File: src/rtl/receive_engine_pkg.sv
// Shared UART definitions: engine state encoding, bit-time width
// and the frame-length helper used by the receive and transmit engines.
package receive_engine_pkg;

    localparam int BAUD_W = 19;

    // Longest frame: 8 data + parity + stop samples after the start bit
    localparam logic [3:0] FRAME_MAX = 4'd10;

    typedef enum logic [1:0] {
        IDLE,
        START,
        BITS,
        DONE
    } rx_state_t;

    // Samples taken after the start bit: data bits, optional parity, stop
    function automatic logic [3:0] frame_len(input logic eight, input logic pen);
        return 4'd8 + {3'b000, eight} + {3'b000, pen};
    endfunction

endpackage

File: src/rtl/receive_engine_bit_time_counter.sv
// Free-running bit-time counter; tick marks the last clock of each
// target-clock interval and the count restarts on tick or clr.
module bit_time_counter #(
    parameter int BAUD_W = 19
) (
    input  logic              clk,
    input  logic              reset,
    input  logic              clr,
    input  logic [BAUD_W-1:0] target,
    output logic              tick
);

    logic [BAUD_W-1:0] count;

    assign tick = (count == target - 1'b1);

    // Count clocks, restarting on every tick or explicit clear
    always_ff @(posedge clk or posedge reset) begin
        if (reset) begin
            count <= '0;
        end else if (clr || tick) begin
            count <= '0;
        end else begin
            count <= count + 1'b1;
        end
    end

endmodule

File: src/rtl/receive_engine.sv
// UART receive engine: synchronizes RX, samples mid-bit, and presents
// a right-justified byte with parity, framing and overrun status.
module receive_engine
    import receive_engine_pkg::*;
#(
    parameter int BAUD_W      = receive_engine_pkg::BAUD_W,
    parameter int SYNC_STAGES = 2
) (
    input  logic              clk,
    input  logic              reset,
    input  logic              RX,
    input  logic [BAUD_W-1:0] baud,
    input  logic              EIGHT,
    input  logic              PEN,
    input  logic              OHEL,
    input  logic              read0,
    output logic [7:0]        rx_data,
    output logic              RXRDY,
    output logic              PERR,
    output logic              FERR,
    output logic              OVF
);

    rx_state_t state_q, state_d;

    logic [SYNC_STAGES-1:0] sync_q;
    logic                   rxs;
    logic                   tick;
    logic                   clr;
    logic [BAUD_W-1:0]      target;

    logic       eight_q, pen_q, ohel_q;
    logic [3:0] bit_cnt_q;
    logic [9:0] sr_q;
    logic [3:0] n_len;

    logic [8:0] aligned;
    logic [7:0] data_w;
    logic       par_bit;
    logic       stop_bit;
    logic       par_bad;

    assign rxs = sync_q[SYNC_STAGES-1];

    // Metastability chain; idles high so reset never looks like a start bit
    always_ff @(posedge clk or posedge reset) begin
        if (reset) begin
            sync_q <= '1;
        end else begin
            sync_q <= {sync_q[SYNC_STAGES-2:0], RX};
        end
    end

    assign target = (state_q == START) ? {1'b0, baud[BAUD_W-1:1]} : baud;
    assign clr    = (state_d != state_q) || (state_q == IDLE);

    bit_time_counter #(
        .BAUD_W (BAUD_W)
    ) u_btc (
        .clk    (clk),
        .reset  (reset),
        .clr    (clr),
        .target (target),
        .tick   (tick)
    );

    assign n_len = frame_len(eight_q, pen_q);

    // State register
    always_ff @(posedge clk or posedge reset) begin
        if (reset) begin
            state_q <= IDLE;
        end else begin
            state_q <= state_d;
        end
    end

    // Next-state: validate start at mid-bit, then count N samples
    always_comb begin
        state_d = state_q;
        case (state_q)
            IDLE: begin
                if (!rxs) state_d = START;
            end
            START: begin
                if (tick) state_d = rxs ? IDLE : BITS;
            end
            BITS: begin
                if (tick && (bit_cnt_q + 1'b1 == n_len)) state_d = DONE;
            end
            DONE: begin
                state_d = IDLE;
            end
            default: state_d = IDLE;
        endcase
    end

    // Latch frame controls at start validation and shift in samples
    always_ff @(posedge clk or posedge reset) begin
        if (reset) begin
            eight_q   <= 1'b0;
            pen_q     <= 1'b0;
            ohel_q    <= 1'b0;
            bit_cnt_q <= '0;
            sr_q      <= '0;
        end else if (state_q == START && tick && !rxs) begin
            eight_q   <= EIGHT;
            pen_q     <= PEN;
            ohel_q    <= OHEL;
            bit_cnt_q <= '0;
        end else if (state_q == BITS && tick) begin
            sr_q      <= {rxs, sr_q[9:1]};
            bit_cnt_q <= bit_cnt_q + 1'b1;
        end
    end

    // Samples enter at the MSB, so shift a short frame down to bit 0
    assign aligned  = 9'(sr_q >> (FRAME_MAX - n_len));
    assign data_w   = eight_q ? aligned[7:0] : {1'b0, aligned[6:0]};
    assign par_bit  = eight_q ? aligned[8] : aligned[7];
    assign stop_bit = sr_q[9];
    assign par_bad  = pen_q & ((^data_w ^ par_bit) != ohel_q);

    // Publish the frame at DONE; read0 alone clears ready and overrun
    always_ff @(posedge clk or posedge reset) begin
        if (reset) begin
            rx_data <= '0;
            RXRDY   <= 1'b0;
            PERR    <= 1'b0;
            FERR    <= 1'b0;
            OVF     <= 1'b0;
        end else if (state_q == DONE) begin
            rx_data <= data_w;
            PERR    <= par_bad;
            FERR    <= ~stop_bit;
            RXRDY   <= 1'b1;
            OVF     <= read0 ? 1'b0 : (OVF | RXRDY);
        end else if (read0) begin
            RXRDY   <= 1'b0;
            OVF     <= 1'b0;
        end
    end

endmodule

File: config.mk
export PLATFORM = sky130hd
export DESIGN_NAME = receive_engine
export DESIGN_NICKNAME = d
export VERILOG_FILES = /design/src/rtl/receive_engine_pkg.sv /design/src/rtl/receive_engine_bit_time_counter.sv /design/src/rtl/receive_engine.sv
export SDC_FILE = /design/constraint.sdc
export NUM_CORES = 1
export LEC_CHECK = 0
export ABC_AREA = 1
export BUFFER_PORTS_ARGS = -buffer_cell sky130_fd_sc_hd__buf_2
export CAP_MARGIN = 20
export CORE_MARGIN = 2
export CORE_UTILIZATION = 50
export DETAILED_ROUTE_END_ITERATION = 10
export GPL_ROUTABILITY_DRIVEN = 0
export PLACE_DENSITY = 0.72
export SLEW_MARGIN = 40
export SYNTH_ARGS = -nofsm -noshare
export SYNTH_HDL_FRONTEND = slang
export SYNTH_SLANG_ARGS = --single-unit
File: constraint.sdc
create_clock -name clk -period 7.29 [get_ports clk]
set_input_delay 1.458 -clock clk [delete_from_list [all_inputs] [get_ports clk]]
set_output_delay 1.458 -clock clk [all_outputs]
set_load 0.03 [all_outputs]
=== Word-level counts from Yosys, hierarchy flattened ===
Cells that the tools add are included.
W data, S select, Z words.

* Bits in registers: 52
* Bits of input ports: 26

* $add $sub $neg: 6
* Equality and inequality tests: 7
* Shifts and indexed selects: 1
* Mux-type cells: 15
* Bitwise gates (word level): 5
* Reduce and logical (&&, ||, !) cells: 12

{| class="wikitable"
|+ Operators with widths
! operator !! number
|-
| $mux W19 || 2
|-
| $add A19 B1 Y19 const B || 1
|-
| $eq A19 B19 Y1 || 1
|-
| $sub A19 B1 Y19 const B || 1
|-
| $shr A10 B4 Y9 || 1
|-
| $mux W2 || 4
|-
| $mux W4 || 2
|-
| $mux W8 || 1
|-
| $pmux W2 S4 || 1
|-
| $reduce_xor A8 Y1 || 1
|-
| $mux W1 || 5
|-
| $add A4 B1 Y4 || 1
|-
| $add A4 B1 Y4 const A || 1
|-
| $add A4 B1 Y4 const B || 1
|-
| $eq A2 B2 Y1 const B || 2
|-
| $eq A4 B4 Y1 || 1
|-
| $logic_and A1 B1 Y1 || 4
|-
| $reduce_bool A2 Y1 || 2
|-
| $sub A4 B4 Y4 const A || 1
|-
| $eq A2 B1 Y1 const B || 1
|-
| $logic_not A2 Y1 || 1
|-
| $logic_or A1 B1 Y1 || 2
|-
| $ne A2 B2 Y1 || 1
|-
| $not A1 Y1 || 2
|-
| other kinds (6) || 6
|}

=== Depth between registers and ports, before layout ===
Gate-level depths: netlist (run 1).

* Depth after elaboration: 11
* Mapped depth: 20
* Mapped depth without buffers: 18

=== By module ===
A second synthesis (run 1) with hierarchy kept.

* Cells, all modules: 604
* Area, all modules: 3,922.5 um2

{| class="wikitable"
|+ Modules (own cells, without submodules)
! module !! times used !! cells each !! area each (um2)
|-
| receive_engine || 1 || 301 || 2,001.9
|-
| bit_time_counter || 1 || 303 || 1,920.6
|}

=== Worst setup path before layout (run 1) ===
No wires, ideal clock.

* Path kind: input to register
* From: in baud[2]
* To: reg sr_q[0]
* Setup time: 0.117 ns
* Data arrival time: 3.157 ns
* Required time: 7.173 ns
* Setup slack: 4.016 ns
* Cell stages on the path: 16
* Cells stage by stage: inv_1 -> nand3_1 -> nand2_1 -> ha_1 -> nand3_4 -> nor2_4 -> nand2_1 -> nand2_1 -> nand2_1 -> nor2_1 -> nand2_1 -> nor2_8 -> nand4_4 -> buf_6 -> nand2_1 -> o21ai_2

* Word-level cells in the longest chain between the ends: 7

{| class="wikitable"
|+ RTL lines
! what !! RTL line !! text
|-
| start, declared || receive_engine.sv:12 || <nowiki>input logic [BAUD_W-1:0] baud,</nowiki>
|-
| $mux W19 (*) || receive_engine.sv:54 || <nowiki>assign target = (state_q == START) ? {1'b0, baud[BAUD_W-1:1]} : baud;</nowiki>
|-
| $sub A19 B1 Y19 (*) || receive_engine_bit_time_counter.sv:15 || <nowiki>assign tick = (count == target - 1'b1);</nowiki>
|-
| $eq A19 B19 Y1 (*) || receive_engine_bit_time_counter.sv:15 ||
|-
| $logic_and A1 B1 Y1 (2 in series) || receive_engine.sv:106 || <nowiki>end else if (state_q == START && tick && !rxs) begin</nowiki>
|-
| $not A1 Y1 (no line) || - ||
|-
| $reduce_and A2 Y1 (no line) (*) || - ||
|-
| end signal, assigned || receive_engine.sv:112 || <nowiki>sr_q <= {rxs, sr_q[9:1]};</nowiki>
|-
| end, declared || receive_engine.sv:34 || <nowiki>logic [9:0] sr_q;</nowiki>
|}

Mark *: on every way between the ends. The rest lies on a longest branch, timed or not.
A chain may end at the register's enable or synchronous reset.

=== Worst setup path in the final report (run 1) ===
* From: in baud[2]
* To: reg bit_cnt_q[3]

* Word-level cells in the longest chain between the ends: 6

{| class="wikitable"
|+ RTL lines
! what !! RTL line !! text
|-
| $mux W19 (*) || receive_engine.sv:54 ||
|-
| $sub A19 B1 Y19 (*) || receive_engine_bit_time_counter.sv:15 ||
|-
| $eq A19 B19 Y1 (*) || receive_engine_bit_time_counter.sv:15 ||
|-
| $logic_and A1 B1 Y1 (2 in series) || receive_engine.sv:106 ||
|-
| $mux W4 or $reduce_bool A2 Y1 (tied branches) || - ||
|-
| end signal, assigned || receive_engine.sv:113 || <nowiki>bit_cnt_q <= bit_cnt_q + 1'b1;</nowiki>
|-
| end, declared || receive_engine.sv:33 || <nowiki>logic [3:0] bit_cnt_q;</nowiki>
|}

Marked as above.

==> flow_summary.yaml, run 1 <==
drt:
  antenna_left: 0
  avgRoutedWirePerCell_um: 11.68
  routed-via-count: 3811
  first_pass_iters: 4
  wirelength_um: 8841
  drcViolationCount: 0
  detail_route.iter0.violations: 143
  vias_per_cell: 5.034
timing:
  slew_violations: 0
  tightestPinTransition_ns: 0.7603
  min_period_ns: 3.543
  tns_ns: 0
  max_freq_mhz: 282.2
  finalHoldViolations: 0
  worst_slew_margin_rel_pct: 49.32
  rsz0062_at_grt: "false"
  period_share_pct: 48.61
  clock_skew_ns: 0.01565
  setup_violations: 0
grt:
  grt_pass1_wl_um: 15080
  use_met3_pct: 2.506
  grt.busiest_layer: "met2"
  grt_max_degree: 53
  grt-ovfl-total: 0
  antenna_found_initial: 0
  use_met1_pct: 25.29
  track_usage_pct: 20.48
  gr-usage-met2_pct: 37.82
  grt_pass1_vias: 3505
power:
  power.share.clock_pct: 32.1
  p_int_mw: 0.3953
  power_density_nw_per_um2: 121.0
  p_leak_nw: 2.339
  switchingPower_mw: 0.1488
  swShare_pct: 27.35
  p_seq_share_pct: 54.1
  comb_power_share_pct: 13.8
  ir_drop_mv: 0.08500
critical_path:
  critPathSlowestCell: "nand4_4"
  path_cells: "buf_2 > inv_1 > nand3_1 > nand2_1 > ha_1 > nand3_2 > nand2_1 > xnor2_1 > nand3_1 > nor2_1 > nand2_1 > nor2_4 > nand4_4 > nand2_1 > nand2_1 > nor2_1"
  path_class: "in -> reg"
  worstPathRequired_ns: 7.52
  crit_fanout: 24
  worst_setup_path_end_kind: "flip-flop"
  start_kind: "input pin"
  cp.arrival_ns: 3.78
  critPathMaxStageDelay_ns: 0.35
  crit_path_frequent_cell: "nand2_1"
clock_tree:
  cts_inserted_buffers: 5
  post_cts_buffers: 0
  cts_buffer_depth: 2
  holdBufCountCts: 0
  ctsResizeCount: 0
  clk_pin_slew_ns: 0.10
  cts_sinks: 52
  clock_latency_ns: 0.31
  cts_tree: "yes"
  cts_root_buf: "clkbuf_8"
  htreeDepth: 2
min_path:
  hold_class: "reg -> reg"
cells_and_area:
  final_util_pct: 55.02
  drive_gt1_share_pct: 18.25
  seq_area_um2: 1304
  diodes: 0
  area_delta_synth_final_pct: 6.867
  finalNetCount: 682
  fill_cells: 797
  multi_input_comb_area_um2: 2474
  final_cell_mix: "nand2_1 (208), inv_1 (73), nand3_1 (51)"
  final_common_cell: "nand2_1"
yosys:
  synthFlopType: "dfrtp_1"
  yosys_warnings: 0
  synth_sequential_area_ratio_pct: 30.98
  synth_cells: 620
  synth_area_um2: 4209
  avgSynthCellArea_um2: 6.789
  synth-seq-cells: 52
  synth_cell_types: 43
  synth-edff-count: 0
  async_reset_ff_share_pct: 100.0
  synth_nets: 651
floorplanning:
  die-area_um2: 9168
  die_width_um: 95.75
  initial_core_util_pct: 51.48
  rows: 33
  die_h_um: 95.75
  io_pins: 38
  core_area_um2: 8175
placement:
  hpwlAfterDp_um: 7025
  portBuffers: 37
job:
  maxCapViolations: 0
status:
  outcome: "finished clean"
==> worst paths after layout <==
check                           start             end  slack, ns  cells after the start
max                           baud[2]    bit_cnt_q[3]       3.75                     16
min                         sync_q[0]       sync_q[1]       0.35                      0
max reg2reg                state_q[0]    bit_cnt_q[3]       3.79                     15
min reg2reg                 sync_q[0]       sync_q[1]       0.35                      0
max in group asynchronous       reset         sr_q[5]       5.63                      2
min in group asynchronous       reset  u_btc.count[2]       1.23                      2
==> sequential cells by signal, summed over array words and instances, names as in the netlist <==
signal       flops
PERR             1
u_btc.count     19
sync_q           2
bit_cnt_q        4
sr_q            10
ohel_q           1
FERR             1
eight_q          1
OVF              1
state_q          2
rx_data          8
pen_q            1
RXRDY            1
==> stage by stage <==
step / std cells / instance area (um2) / total power, mW / worst slack [ns] / hold WS, ns
finish: 757 / 4498 / 0.5442 / 3.747 / 0.3540
global route: 757 / 4498 / 0.5723 / 3.416 / 0.3620
CTS: 757 / 4498 / 0.5508 / 3.727 / 0.3555
detailed placement: 749 / 4402 / 0.3753 / 3.413 / 0.3473
global placement: 749 / 4399 / 0.3738 / 3.567 / 0.3471
floorplan: 620 / 4209 / 0.3549 / 4.016 / 0.3452
==> synthesized netlist by cell type, drive strengths merged (2+ instances only) <==
library cell,count,area [um2]
a21oi,5,28.78
and3,2,12.51
buf,10,115.1
clkbuf,3,11.26
clkinv,2,7.510
dfrtp,50,1251
dfstp,2,52.55
ha,5,62.56
inv,78,297.8
nand2,226,918.4
nand3,56,327.8
nand3b,2,15.01
nand4,9,71.32
nor2,80,424.2
nor3,12,60.06
nor3b,2,15.01
o21ai,37,226.5
o22ai,7,43.79
xnor2,8,70.07
xor2,18,157.7
==> power groups by stage <==
stage	clock, mW	combinational, mW	sequential [mW]
after floorplan	0	0.0555	0.299
after global placement	0	0.0738	0.300
after detailed placement	0	0.0752	0.300
after CTS	0.181	0.0756	0.294
after global routing	0.192	0.0857	0.295
final	0.175	0.0750	0.294
==> area by class of cell <==
class / count / area share (%)
clock inverter: 2 / 0.3060
sequential: 52 / 28.98
tap: 105 / 2.921
timing repair buffer: 37 / 4.117
clock buffer: 6 / 1.836
multi-input combinational: 475 / 54.99
inverter: 80 / 6.843
==> metal layers <==
layer | vias to the layer above | share of wire, %
li1 | 2007 | -
met1 | 1730 | 46
met2 | 63 | 49
met3 | 11 | 3.0
met4 | 0 | 1.4
met5 | - | 0
==> worst max-delay path, delay by kind of cell <==
family | cells | cell delay [ns]
AND/OR/NAND/NOR | 12 | 1.75
XOR/XNOR | 1 | 0.12
adder cells (fa/ha/maj) | 1 | 0.28
buffers and inverters | 2 | 0.17
==> kinds of logic after synthesis <==
logic type	Yosys count	share of synthesized area [%]
compound gates	52	7.610
xor+xnor	26	5.410
fa+ha+maj	5	1.486
buf+inv	93	10.26
flops	52	30.98
simple gates	392	44.26
(Power assumes the default switching activity.)
==> inputs of run 2 (changes only) <==
--- a/config.mk
+++ b/config.mk
@@ -12,7 +12,7 @@
 export CORE_UTILIZATION = 50
 export DETAILED_ROUTE_END_ITERATION = 10
 export GPL_ROUTABILITY_DRIVEN = 0
-export PLACE_DENSITY = 0.72
+export PLACE_DENSITY = 0.75
 export SLEW_MARGIN = 40
 export SYNTH_ARGS = -nofsm -noshare
 export SYNTH_HDL_FRONTEND = slang
==> constraint.sdc (replaced) <==
create_clock -name clk -period 2.85 [get_ports clk]
set_input_delay 0.57 -clock clk [delete_from_list [all_inputs] [get_ports clk]]
set_output_delay 0.57 -clock clk [all_outputs]
set_load 0.03 [all_outputs]
==> run 2 against run 1 <==
Effect of this change:
- core utilization increased by 1.4 points
- non-clock buffer count is 8 higher
- register-to-register slack got worse by 3.5 ns
- hold slack worse by 0.092 ns
- cell area up 2.6%
- routed wire length increased by 6.2%
- worst setup slack got worse by 3.5 ns
- via count rose by 3.3%
- largest power group unchanged
- highest routed layer unchanged
==> flow_summary.yaml, run 2 (same netlist as run 1, synthesis figures left out) <==
drt:
  detail_route.iter0.violations: 197
  drcViolationCount: 0
  wl_met3_um: 329
  drt-met1-wl_um: 4183
  first_pass_iters: 5
  dr.max_layer_used: "met4"
  route.met2.wl_um: 4595
  routed-via-count: 3938
  antenna_left: 0
  wirelength_um: 9391
  avgRoutedWirePerCell_um: 12.28
  vias_per_cell: 5.148
power:
  swShare_pct: 28.66
  p_int_mw: 0.9944
  p_leak_nw: 2.364
  comb_power_share_pct: 14.2
  power.share.clock_pct: 31.7
  switchingPower_mw: 0.3996
  p_seq_share_pct: 54.1
  ir_drop_mv: 0.2620
  power_density_nw_per_um2: 302.2
critical_path:
  critPathMaxStageDelay_ns: 0.51
  path_class: "reg -> reg"
  worst_setup_path_end_kind: "flip-flop"
  crit_path_frequent_cell: "nand2_1"
  critPathSlowestCell: "ha_2"
  worstPathRequired_ns: 3.07
  r2r_cells: 14
  cp.arrival_ns: 2.80
  start_kind: "flip-flop"
  path_cells: "inv_1 > ha_2 > nand2_1 > nand2_1 > o21ai_0 > nand2_1 > nor2_1 > xnor2_1 > nand3b_1 > nand2_1 > nand3_1 > nand3_1 > nand3_1 > nand2_1"
  crit_fanout: 21
placement:
  portBuffers: 37
  dp_worst_setup_slack_ns: 0.06663
  hpwlAfterDp_um: 7586
  place_area_um2: 4477
  placed_cells: 756
clock_tree:
  holdBufCountCts: 0
  cts_tree: "yes"
  clk_pin_slew_ns: 0.10
  clock_latency_ns: 0.31
  cts_root_buf: "clkbuf_8"
  cts_sinks: 52
  cts_buffer_depth: 2
  cts_inserted_buffers: 5
  htreeDepth: 2
cells_and_area:
  diodes: 0
  final_common_cell: "nand2_1"
  drive_gt1_share_pct: 20.30
  finalNetCount: 690
  largest_reg_flops: 19
  largestRegisters: "u_btc.count (19), sr_q (10), rx_data (8)"
  top_register: "u_btc.count"
  fin_area_um2: 4613
  fill_cells: 812
  area_delta_synth_final_pct: 9.602
  fin_cells: 765
  final_cell_mix: "nand2_1 (206), inv_1 (73), nand3_1 (51)"
timing:
  hold_ws_ns: 0.2618
  max_freq_mhz: 387.3
  tns_ns: 0
  slew_violations: 0
  worst_slew_margin_rel_pct: 66.37
  tightestPinTransition_ns: 0.5032
  setup_violations: 0
  clock_skew_ns: 0.009980
  rsz0062_at_grt: "false"
  layout_setup_ws_ns: 0.2678
  period_share_pct: 90.60
  finalHoldViolations: 0
  min_period_ns: 2.582
floorplanning:
  initial_core_util_pct: 51.48
  io_pins: 38
  die_width_um: 95.75
  die_h_um: 95.75
  core_area_um2: 8175
  die-area_um2: 9168
  rows: 33
job:
  maxCapViolations: 0
min_path:
  hold_class: "in -> async"
grt:
  antenna_found_initial: 0
  grt_pass1_wl_um: 15770
  track_usage_pct: 21.72
  grt_max_degree: 30
  grt-ovfl-total: 0
  grt_pass1_vias: 3655
status:
  outcome: "finished clean"
[run 2: repair_timing]
action,in CTS,in global routing
setup buffers,0,1
resized for setup,0,9
setup endpoints to repair,0,37
[run 2: routing by layer]
layer,vias up,GRT usage (%)
li1,2024,-
met1,1791,26.85
met2,100,38.34
met3,23,2.584
met4,0,8.929
met5,-,0
[run 2: critical path, delay by kind of cell, from the launching register on]
kind	cells	cell delay [ns]
xor gates and xnor gates	1	0.28
AOI/OAI and AO/OA	1	0.15
and+or+nand+nor	10	1.07
DFF	1	0.40
adders and majority gates	1	0.51
buffers and inverters	1	0.09
[run 2: metrics by stage]
stage          utilization, %  power [mW]
2_1_floorplan               -      0.9079
3_3_place_gp            54.76      0.9588
3_5_place_dp            54.76      0.9643
4_1_cts                 55.94       1.408
5_1_grt                 56.43       1.466
6_report                56.43       1.394
[run 2: power groups by stage]
stage	Sequential, mW	Combinational [mW]	Clock [mW]
after floorplan	0.766	0.142	0
after global placement	0.768	0.191	0
after detailed placement	0.769	0.196	0
after CTS	0.754	0.196	0.457
after global routing	0.756	0.224	0.486
final	0.754	0.198	0.442
[run 2: final cells by class]
class	count	area [um2]	share of cell area (%)
clock buffer	5	68.82	1.492
clock inverter	3	27.53	0.5967
inverter	80	305.3	6.618
multi-input combinational	475	2504	54.27
sequential	52	1306	28.32
tap	105	131.4	2.848
timing repair buffer	45	270.3	5.858
[run 2: path summary, 6_finish.rpt]
kind	startpoint	endpoint	slack [ns]
max	eight_q	PERR	0.27
min	reset	FERR	0.26
max reg2reg	eight_q	PERR	0.27
min reg2reg	sync_q[0]	sync_q[1]	0.37
max in group asynchronous	reset	u_btc.count[17]	1.83
min in group clk	RX	sync_q[0]	0.34
